==> src/rtl/lfsr_keystream_cipher_if.sv <==
// Stream bundle for the keystream cipher: one valid/ready input and one valid/ready output.
// Latency: none, wires only.
// Backpressure: in_ready/out_ready flow through the modports unchanged.
interface lfsr_keystream_cipher_if #(
  parameter int DATA_W = 8
);
  logic              in_valid;
  logic              in_ready;
  logic [DATA_W-1:0] in_data;
  logic              out_valid;
  logic              out_ready;
  logic [DATA_W-1:0] out_data;

  // Source/sink side: drives input words and accepts output words.
  modport master (
    output in_valid,
    output in_data,
    output out_ready,
    input  in_ready,
    input  out_valid,
    input  out_data
  );

  // Cipher side: consumes input words and presents output words.
  modport slave (
    input  in_valid,
    input  in_data,
    input  out_ready,
    output in_ready,
    output out_valid,
    output out_data
  );
endinterface

==> src/rtl/lfsr_keystream_cipher.sv <==
// Fibonacci-LFSR stream cipher: XORs DATA_W keystream bits into each accepted word.
// Latency: DATA_W cycles from the accept edge to out_valid; one word per DATA_W+2 cycles.
// Backpressure: the result is held in OUT until out_ready; in_ready stays low outside IDLE.
module lfsr_keystream_cipher #(
  parameter int               WIDTH  = 16,
  parameter int               DATA_W = 8,
  parameter logic [WIDTH-1:0] TAPS   = 16'hB400,
  parameter logic [WIDTH-1:0] SEED   = '1
) (
  input  logic                    clk,
  input  logic                    reset,
  input  logic                    i_seed_load,
  input  logic [WIDTH-1:0]        i_seed_in,
  output logic                    o_seed_zero,
  output logic                    o_seed_err,
  lfsr_keystream_cipher_if.slave  bus
);

  localparam int               CNT_W = $clog2(DATA_W + 1);
  localparam logic [CNT_W-1:0] LAST  = CNT_W'(DATA_W - 1);

  typedef enum logic [1:0] {
    S_IDLE = 2'd0,
    S_GEN  = 2'd1,
    S_OUT  = 2'd2
  } state_t;

  state_t             r_state;
  state_t             w_state_nxt;

  logic [WIDTH-1:0]   r_lfsr;
  logic [DATA_W-1:0]  r_data;
  logic [DATA_W-1:0]  r_ks;
  logic [CNT_W-1:0]   r_cnt;
  logic [DATA_W-1:0]  r_out_data;
  logic               r_seed_zero;
  logic               r_seed_err;

  logic               w_ks_bit;
  logic               w_fb;
  logic [WIDTH-1:0]   w_lfsr_step;
  logic [DATA_W-1:0]  w_ks_next;
  logic               w_last_step;
  logic               w_seed_is_zero;

  logic               w_in_ready;
  logic               w_accept;
  logic               w_step;
  logic               w_finish;
  logic               w_seed_apply;
  logic               w_seed_bad;

  // One Fibonacci step: the outgoing MSB is the keystream bit, the tap parity shifts in at the LSB.
  assign w_ks_bit    = r_lfsr[WIDTH-1];
  assign w_fb        = ^(r_lfsr & TAPS);
  assign w_lfsr_step = {r_lfsr[WIDTH-2:0], w_fb};

  // Keystream collects MSB first, so the first step's bit ends up in the word's top bit.
  assign w_ks_next   = (r_ks << 1) | DATA_W'(w_ks_bit);
  assign w_last_step = (r_cnt == LAST);

  // A zero seed would lock the register up; it is swapped for SEED and flagged.
  assign w_seed_is_zero = (i_seed_in == '0);

  // in_ready is forced low in the reset cycle whatever the stale state says.
  assign bus.in_ready  = w_in_ready & ~reset;
  assign bus.out_valid = (r_state == S_OUT);
  assign bus.out_data  = r_out_data;
  assign o_seed_zero   = r_seed_zero;
  assign o_seed_err    = r_seed_err;

  // State register.
  always_ff @(posedge clk) begin
    if (reset) begin
      r_state <= S_IDLE;
    end else begin
      r_state <= w_state_nxt;
    end
  end

  // Next-state and control decode; a seed load in IDLE wins over a pending word.
  always_comb begin
    w_state_nxt  = r_state;
    w_in_ready   = 1'b0;
    w_accept     = 1'b0;
    w_step       = 1'b0;
    w_finish     = 1'b0;
    w_seed_apply = 1'b0;
    w_seed_bad   = 1'b0;
    case (r_state)
      S_IDLE: begin
        w_in_ready = ~i_seed_load;
        if (i_seed_load) begin
          w_seed_apply = 1'b1;
        end else if (bus.in_valid) begin
          w_accept    = 1'b1;
          w_state_nxt = S_GEN;
        end
      end
      S_GEN: begin
        w_step     = 1'b1;
        w_seed_bad = i_seed_load;
        if (w_last_step) begin
          w_finish    = 1'b1;
          w_state_nxt = S_OUT;
        end
      end
      S_OUT: begin
        w_seed_bad = i_seed_load;
        if (bus.out_ready) begin
          w_state_nxt = S_IDLE;
        end
      end
      default: begin
        w_state_nxt = S_IDLE;
      end
    endcase
  end

  // LFSR: reseeded only in IDLE, advanced only in GEN, frozen otherwise.
  always_ff @(posedge clk) begin
    if (reset) begin
      r_lfsr <= SEED;
    end else if (w_seed_apply) begin
      r_lfsr <= w_seed_is_zero ? SEED : i_seed_in;
    end else if (w_step) begin
      r_lfsr <= w_lfsr_step;
    end
  end

  // Sticky zero-seed flag reflects only the most recent honoured seed load.
  always_ff @(posedge clk) begin
    if (reset) begin
      r_seed_zero <= 1'b0;
    end else if (w_seed_apply) begin
      r_seed_zero <= w_seed_is_zero;
    end
  end

  // Single-cycle pulse for every seed load that arrives while a word is in flight.
  always_ff @(posedge clk) begin
    if (reset) begin
      r_seed_err <= 1'b0;
    end else begin
      r_seed_err <= w_seed_bad;
    end
  end

  // Word capture, step counter and keystream accumulator for the word in flight.
  always_ff @(posedge clk) begin
    if (reset) begin
      r_data <= '0;
      r_cnt  <= '0;
      r_ks   <= '0;
    end else if (w_accept) begin
      r_data <= bus.in_data;
      r_cnt  <= '0;
      r_ks   <= '0;
    end else if (w_step) begin
      r_cnt  <= r_cnt + CNT_W'(1);
      r_ks   <= w_ks_next;
    end
  end

  // Result register: loaded on the final step and held through OUT.
  always_ff @(posedge clk) begin
    if (reset) begin
      r_out_data <= '0;
    end else if (w_finish) begin
      r_out_data <= r_data ^ w_ks_next;
    end
  end

endmodule
==> src/flat_wrapper.sv <==
// flat-port wrapper written by rule: the top's interface ports become plain ports
module lfsr_keystream_cipher_flat 
#(
  parameter int               WIDTH  = 16,
  parameter int               DATA_W = 8,
  parameter logic [WIDTH-1:0] TAPS   = 16'hB400,
  parameter logic [WIDTH-1:0] SEED   = '1
)
  (clk, reset, i_seed_load, i_seed_in, o_seed_zero, o_seed_err, bus_in_valid, bus_in_data, bus_out_ready, bus_in_ready, bus_out_valid, bus_out_data);
  lfsr_keystream_cipher_if #(.DATA_W(DATA_W)) bus_i ();
  input  logic clk;
  input  logic reset;
  input  logic i_seed_load;
  input  logic [WIDTH-1:0] i_seed_in;
  output logic o_seed_zero;
  output logic o_seed_err;
  input wire logic [$bits(bus_i.in_valid)-1:0] bus_in_valid;
  input wire logic [$bits(bus_i.in_data)-1:0] bus_in_data;
  input wire logic [$bits(bus_i.out_ready)-1:0] bus_out_ready;
  output wire logic [$bits(bus_i.in_ready)-1:0] bus_in_ready;
  output wire logic [$bits(bus_i.out_valid)-1:0] bus_out_valid;
  output wire logic [$bits(bus_i.out_data)-1:0] bus_out_data;
  assign bus_i.in_valid = bus_in_valid;
  assign bus_i.in_data = bus_in_data;
  assign bus_i.out_ready = bus_out_ready;
  assign bus_in_ready = bus_i.in_ready;
  assign bus_out_valid = bus_i.out_valid;
  assign bus_out_data = bus_i.out_data;
  lfsr_keystream_cipher #(.WIDTH(WIDTH), .DATA_W(DATA_W), .TAPS(TAPS), .SEED(SEED)) u_core (.clk(clk), .reset(reset), .i_seed_load(i_seed_load), .i_seed_in(i_seed_in), .o_seed_zero(o_seed_zero), .o_seed_err(o_seed_err), .bus(bus_i));
endmodule
==> config.mk <==
export PLATFORM = sky130hd
export DESIGN_NAME = lfsr_keystream_cipher_flat
export DESIGN_NICKNAME = d
export VERILOG_FILES = /design/src/rtl/lfsr_keystream_cipher_if.sv /design/src/rtl/lfsr_keystream_cipher.sv /design/src/flat_wrapper.sv
export SDC_FILE = /design/constraint.sdc
export NUM_CORES = 1
export LEC_CHECK = 0
export CORE_UTILIZATION = 51
export DETAILED_ROUTE_END_ITERATION = 12
export PLACE_DENSITY_LB_ADDON = 0.25
export SLEW_MARGIN = 10
export SYNTH_ARGS = -nofsm -noshare
export SYNTH_HDL_FRONTEND = slang
export SYNTH_SLANG_ARGS = --single-unit
==> constraint.sdc <==
create_clock -name clk -period 2.1 [get_ports clk]
set_input_delay 0.21 -clock clk [delete_from_list [all_inputs] [get_ports clk]]
set_output_delay 0.21 -clock clk [all_outputs]
set_load 0.01 [all_outputs]
# Yosys cells after proc, flatten, opt, wreduce, memory -nomap -nowiden
# Index checks and enable logic that the tools add are counted.
totals:
  regBits: 47
  input_bits: 29
  output_inout_bits: 12
  elab_cells: 47
op_classes:
  add_sub_neg: 1
  eq_ne: 7
  n_mux: 17
  n_bitwise: 6
  reduce_logical: 8
ops:
  columns: ["cell", "n"]
  rows:
  - ["$mux 16", 3]
  - ["$logic_not 16->1", 1]
  - ["$reduce_xor 16->1", 1]
  - ["$mux 1", 9]
  - ["$mux 2", 4]
  - ["$or 8x1->8", 1]
  - ["$xor 8x8->8", 1]
  - ["$ne 2x2->1 const B", 3]
  - ["$pmux 2 s3", 1]
  - ["$reduce_or 2->1", 3]
  - ["$add 4x1->4 const B", 1]
  - ["$eq 4x3->1 const B", 1]
  - ["$reduce_and 4->1", 1]
  - ["$not 1->1", 3]
  - ["$eq 2x1->1 const B", 1]
  - ["$eq 2x2->1 const B", 1]
  - ["$logic_not 2->1", 1]
  - ["$ne 2x1->1 const B", 1]
  - ["$reduce_bool 2->1", 1]
  - ["$and 1x1->1", 1]

# Depth between registers and ports, before layout
depth:
  depth_word: 4
  ltp_mapped: 7

# Worst setup path after synthesis
# Ideal clock, no wire load.
synth_timing:
  kind: "register -> register"
  start: "reg u_core.r_state[0]"
  end: "reg u_core.r_lfsr[10]"
  setup_ns: 0.120
  arrival_ns: 1.469
  path_slack_ns: 0.510
  path_stages_with_launch: 8
  path_buffers: 1
  synth_period_minus_slack_ns: 1.590
  path_cell_list: "dfxtp_1 > inv_1 > ha_1 > and2_1 > or3_1 > clkbuf_1 > nor2_1 > a21oi_2"
synth_via:
  elab_chain_cells: 3
synth_rtl:
  columns: ["item", "line", "source"]
  rows:
  - ["from (decl)", "lfsr_keystream_cipher.sv:28", "state_t r_state;"]
  - ["from (signal assigned)", "lfsr_keystream_cipher.sv:77", "r_state <= w_state_nxt;"]
  - ["$eq 2x1->1 / $logic_not 2->1 (equally long branches)", "lfsr_keystream_cipher.sv:90", "case (r_state)"]
  - ["$mux 1", "lfsr_keystream_cipher.sv:90", null]
  - ["$reduce_bool 2->1 (no line) / $mux 16 (equally long branches)", null, null]
  - ["to (signal assigned)", "lfsr_keystream_cipher.sv:125", "r_lfsr <= w_seed_is_zero ? SEED : i_seed_in;"]
  - ["to (signal assigned)", "lfsr_keystream_cipher.sv:127", "r_lfsr <= w_lfsr_step;"]
  - ["to (decl)", "lfsr_keystream_cipher.sv:31", "logic [WIDTH-1:0] r_lfsr;"]
# Several ways; a longest one is shown, not always the timed one.
# A chain may end at the register's enable or synchronous reset.

# Final worst setup path
layout_timing:
  start: "reg u_core.r_state[1]"
  end: "out bus_in_ready"
layout_via:
  elab_chain_cells: 3
layout_rtl:
  columns: ["item", "line", "source"]
  rows:
  - ["$logic_not 2->1", "lfsr_keystream_cipher.sv:90", null]
  - ["$mux 1", "lfsr_keystream_cipher.sv:90", null]
  - ["$and 1x1->1", "lfsr_keystream_cipher.sv:66", "assign bus.in_ready = w_in_ready & ~reset;"]
  - ["to (decl)", "flat_wrapper.sv:20", "output wire logic [$bits(bus_i.in_ready)-1:0] bus_in_ready;"]
# No other way between the ends.

==> flow_metrics.py <==
metrics = {
    "timing": {
        "drv_slew": 0,
        "fmax_ghz": 0.5053,
        "worst_slew_pin_slew_ns": 0.5770,
        "hold_violations": 0,
        "relSlewSlack": 0.6151,
        "rsz0062_at_grt": "false",
        "fin_crit_ns": 1.979,
        "setup-tns-final_ns": 0,
        "period_share": 0.9425,
        "clock_skew_ns": 0.008717,
        "setup_viol": 0,
    },
    "critical_path": {
        "slowest_stage": "clkdlybuf4s50_1",
        "reg2reg_slack_ns": 0.29,
        "worstPathRequired_ns": 1.89,
        "crit_type": "reg2out",
        "reg2reg_to": "u_core.r_lfsr[0]",
        "r2r_cells": 6,
        "cp_top_family": "buffers and inverters",
        "path_max_fanout": 7,
        "critical_path_buf_inv_count": 2,
        "r2r_start": "u_core.r_state[0]",
        "cp-start-kind": "flop",
        "critical_path.cell_chain": "inv_1 > ha_1 > nor3b_1 > clkdlybuf4s50_1",
        "cp.depth": 4,
        "arrival_ns": 1.77,
        "critPathCaptureType": "output pin",
        "startpoint": "u_core.r_state[1]",
        "worst_path_largest_cell_delay_ns": 0.56,
    },
    "power": {
        "power_density_mw_per_mm2": 719.0,
        "peakVddDrop_uv": 536.4,
        "leakagePower_nw": 0.9496,
        "power_w": 0.001886,
    },
    "route": {
        "ant_nets": 0,
        "first_pass_iters": 5,
        "drc": 0,
        "vias_per_cell": 5.259,
        "wl_um": 4075,
        "num_vias": 1646,
        "drt_iter0_markers": 104,
        "wire_per_inst_um": 13.02,
    },
    "floorplanning": {
        "fp.dieW_um": 66.03,
        "coreArea_mm2": 0.003799,
        "start_util": 0.5504,
        "ioPinCount": 41,
        "die-area_mm2": 0.004359,
        "rows": 22,
        "die_y_um": 66.03,
    },
    "worst_hold_path": {
        "hp-start": "u_core.o_seed_zero",
        "holdPathEnd": "u_core.o_seed_zero",
        "hold_path_class": "reg2reg",
        "min_path_cells": 2,
    },
    "yosys": {
        "synth.yosys.seq_area_share": 0.4500,
        "synth_top_area_cell": "dfxtp_1",
        "synth_cells": 224,
        "synth_top_area_share": 0.4500,
        "netlist_top_cells_count": "dfxtp_1 (47), nor2_1 (42), mux2i_1 (21)",
        "synthFlopType": "dfxtp_1",
        "synth.area.top_cells": "dfxtp_1 (45%), mux2i_1 (10%), nor2_1 (7.5%)",
        "synthArstFlopShare": 0,
        "synth_edf_count": 0,
        "synth_fp_nets": 257,
        "yosysMostFrequentCell": "dfxtp_1",
        "ys_warn_count": 0,
        "synth.ff_latch_count": 47,
        "syn_area_per_cell_um2": 9.334,
        "ys_types": 33,
        "synthesis.area_mm2": 0.002091,
    },
    "clock_tree": {
        "cts_hold_buffers": 0,
        "path_clk_slew_ns": 0.09,
        "numCtsBuffers": 5,
        "ctsRootBufferMaster": "clkbuf_8",
        "cts_resized": 0,
        "htreeDepth": 2,
        "clockBufferDepth": 2,
        "cts_tree": "done",
        "post_cts_buffers": 0,
        "cts_sinks": 47,
        "clk_latency_ns": 0.30,
    },
    "global_routing": {
        "antenna_found_initial": 0,
        "grt_max_degree": 31,
        "grt_pass1_vias": 1481,
        "grt_overflow": 0,
        "grt_pass1_wl_um": 6817,
        "gr-usage-all-layers": 0.2058,
    },
    "final_layout": {
        "antenna_cells": 0,
        "final_nets": 297,
        "final_cell_area_mm2": 0.002623,
        "area_delta_synth_final_pct": 25.43,
        "drive_gt1_frac": 0.09057,
    },
    "placement": {
        "port_buffers": 40,
        "dp_hpwl_um": 2938,
        "post_dp_cell_area_mm2": 0.002539,
        "gp_congestion": 0.7489,
    },
    "status": {
        "status": "finished clean",
    },
    "flow_run": {
        "maxCapViolations": 0,
    },
}
-- power breakdown --
group / internal [W] / leakage, nW / switching, W
Clock: 0.000228 / 0.0477 / 0.000294
Combinational: 0.000188 / 0.519 / 0.000193
Sequential: 0.000946 / 0.383 / 0.0000353
-- worst reg2reg max path, delay by kind of cell (launching register included) --
family	cells	cell delay, ns
AOI/OAI and AO/OA	2	0.70
buffers and inverters	1	0.07
and+or+nand+nor	2	0.27
adders and majority gates	1	0.27
DFF	1	0.36
-- stage by stage --
step	utilization	hold WS, ns	setup WS, ns	instances
final	0.6904	0.4589	0.1208	313
after global routing	0.6904	0.5135	0.02778	313
after CTS	0.6904	0.4592	0.1213	313
after detailed placement	0.6683	0.4475	0.1115	305
after global placement	0.6683	0.4451	0.1499	305
after floorplan	-	0.3238	0.5105	224
-- cell usage in the layout (no fill, tap or decap), drive strengths merged --
| cell | count |
|---|---|
| a211oi | 9 |
| a21oi | 13 |
| a221oi | 1 |
| a2bb2oi | 1 |
| a41oi | 1 |
| and2 | 1 |
| and4b | 1 |
| buf | 7 |
| clkbuf | 5 |
| clkdlybuf4s50 | 40 |
| clkinv | 3 |
| dfxtp | 47 |
| ha | 4 |
| inv | 2 |
| mux2i | 21 |
| nand2 | 11 |
| nand2b | 2 |
| nand3b | 13 |
| nand4 | 2 |
| nor2 | 42 |
| nor2b | 2 |
| nor3 | 2 |
| nor3b | 1 |
| nor4 | 2 |
| o211ai | 1 |
| o21ai | 15 |
| or3 | 1 |
| or4 | 1 |
| xnor2 | 11 |
| xor2 | 3 |
-- layer usage --
metal	up-vias	track usage	part of all wire
li1	855	-	-
met1	747	0.2974	0.50
met2	37	0.3023	0.44
met3	7	0.04138	0.045
met4	0	0.07181	0.013
met5	-	0	0
-- logic make-up after synthesis --
kind of cell    share of synthesized area
compound gates                     0.1335
simple gates                       0.1987
xor+xnor                          0.05865
flops                              0.4500
buf+inv                           0.03471
mux                                0.1005
fa+ha+maj                         0.02394
-- flip-flops by register name, indices dropped and copies added, names as in the netlist --
signal,cells
u_core.o_seed_err,1
u_core.o_seed_zero,1
u_core.bus.out_data,8
u_core.r_data,8
u_core.r_cnt,4
u_core.r_ks,7
u_core.r_lfsr,16
u_core.r_state,2
-- cell type report --
type	count	area [um^2]
tap	48	60.06
timing repair buffer	47	452.9
fill	338	1176
inverter	2	7.507
clock buffer	5	68.82
sequential	47	940.9
multi-input combinational	161	1077
clock inverter	3	15.01
-- worst max path at each step --
stage                              to
finish                   bus_in_ready
global route             bus_in_ready
CTS                      bus_in_ready
detailed placement   u_core.r_lfsr[8]
global placement     u_core.r_lfsr[9]
floorplan           u_core.r_lfsr[10]
Note: power is estimated with default switching activity, not from simulation.
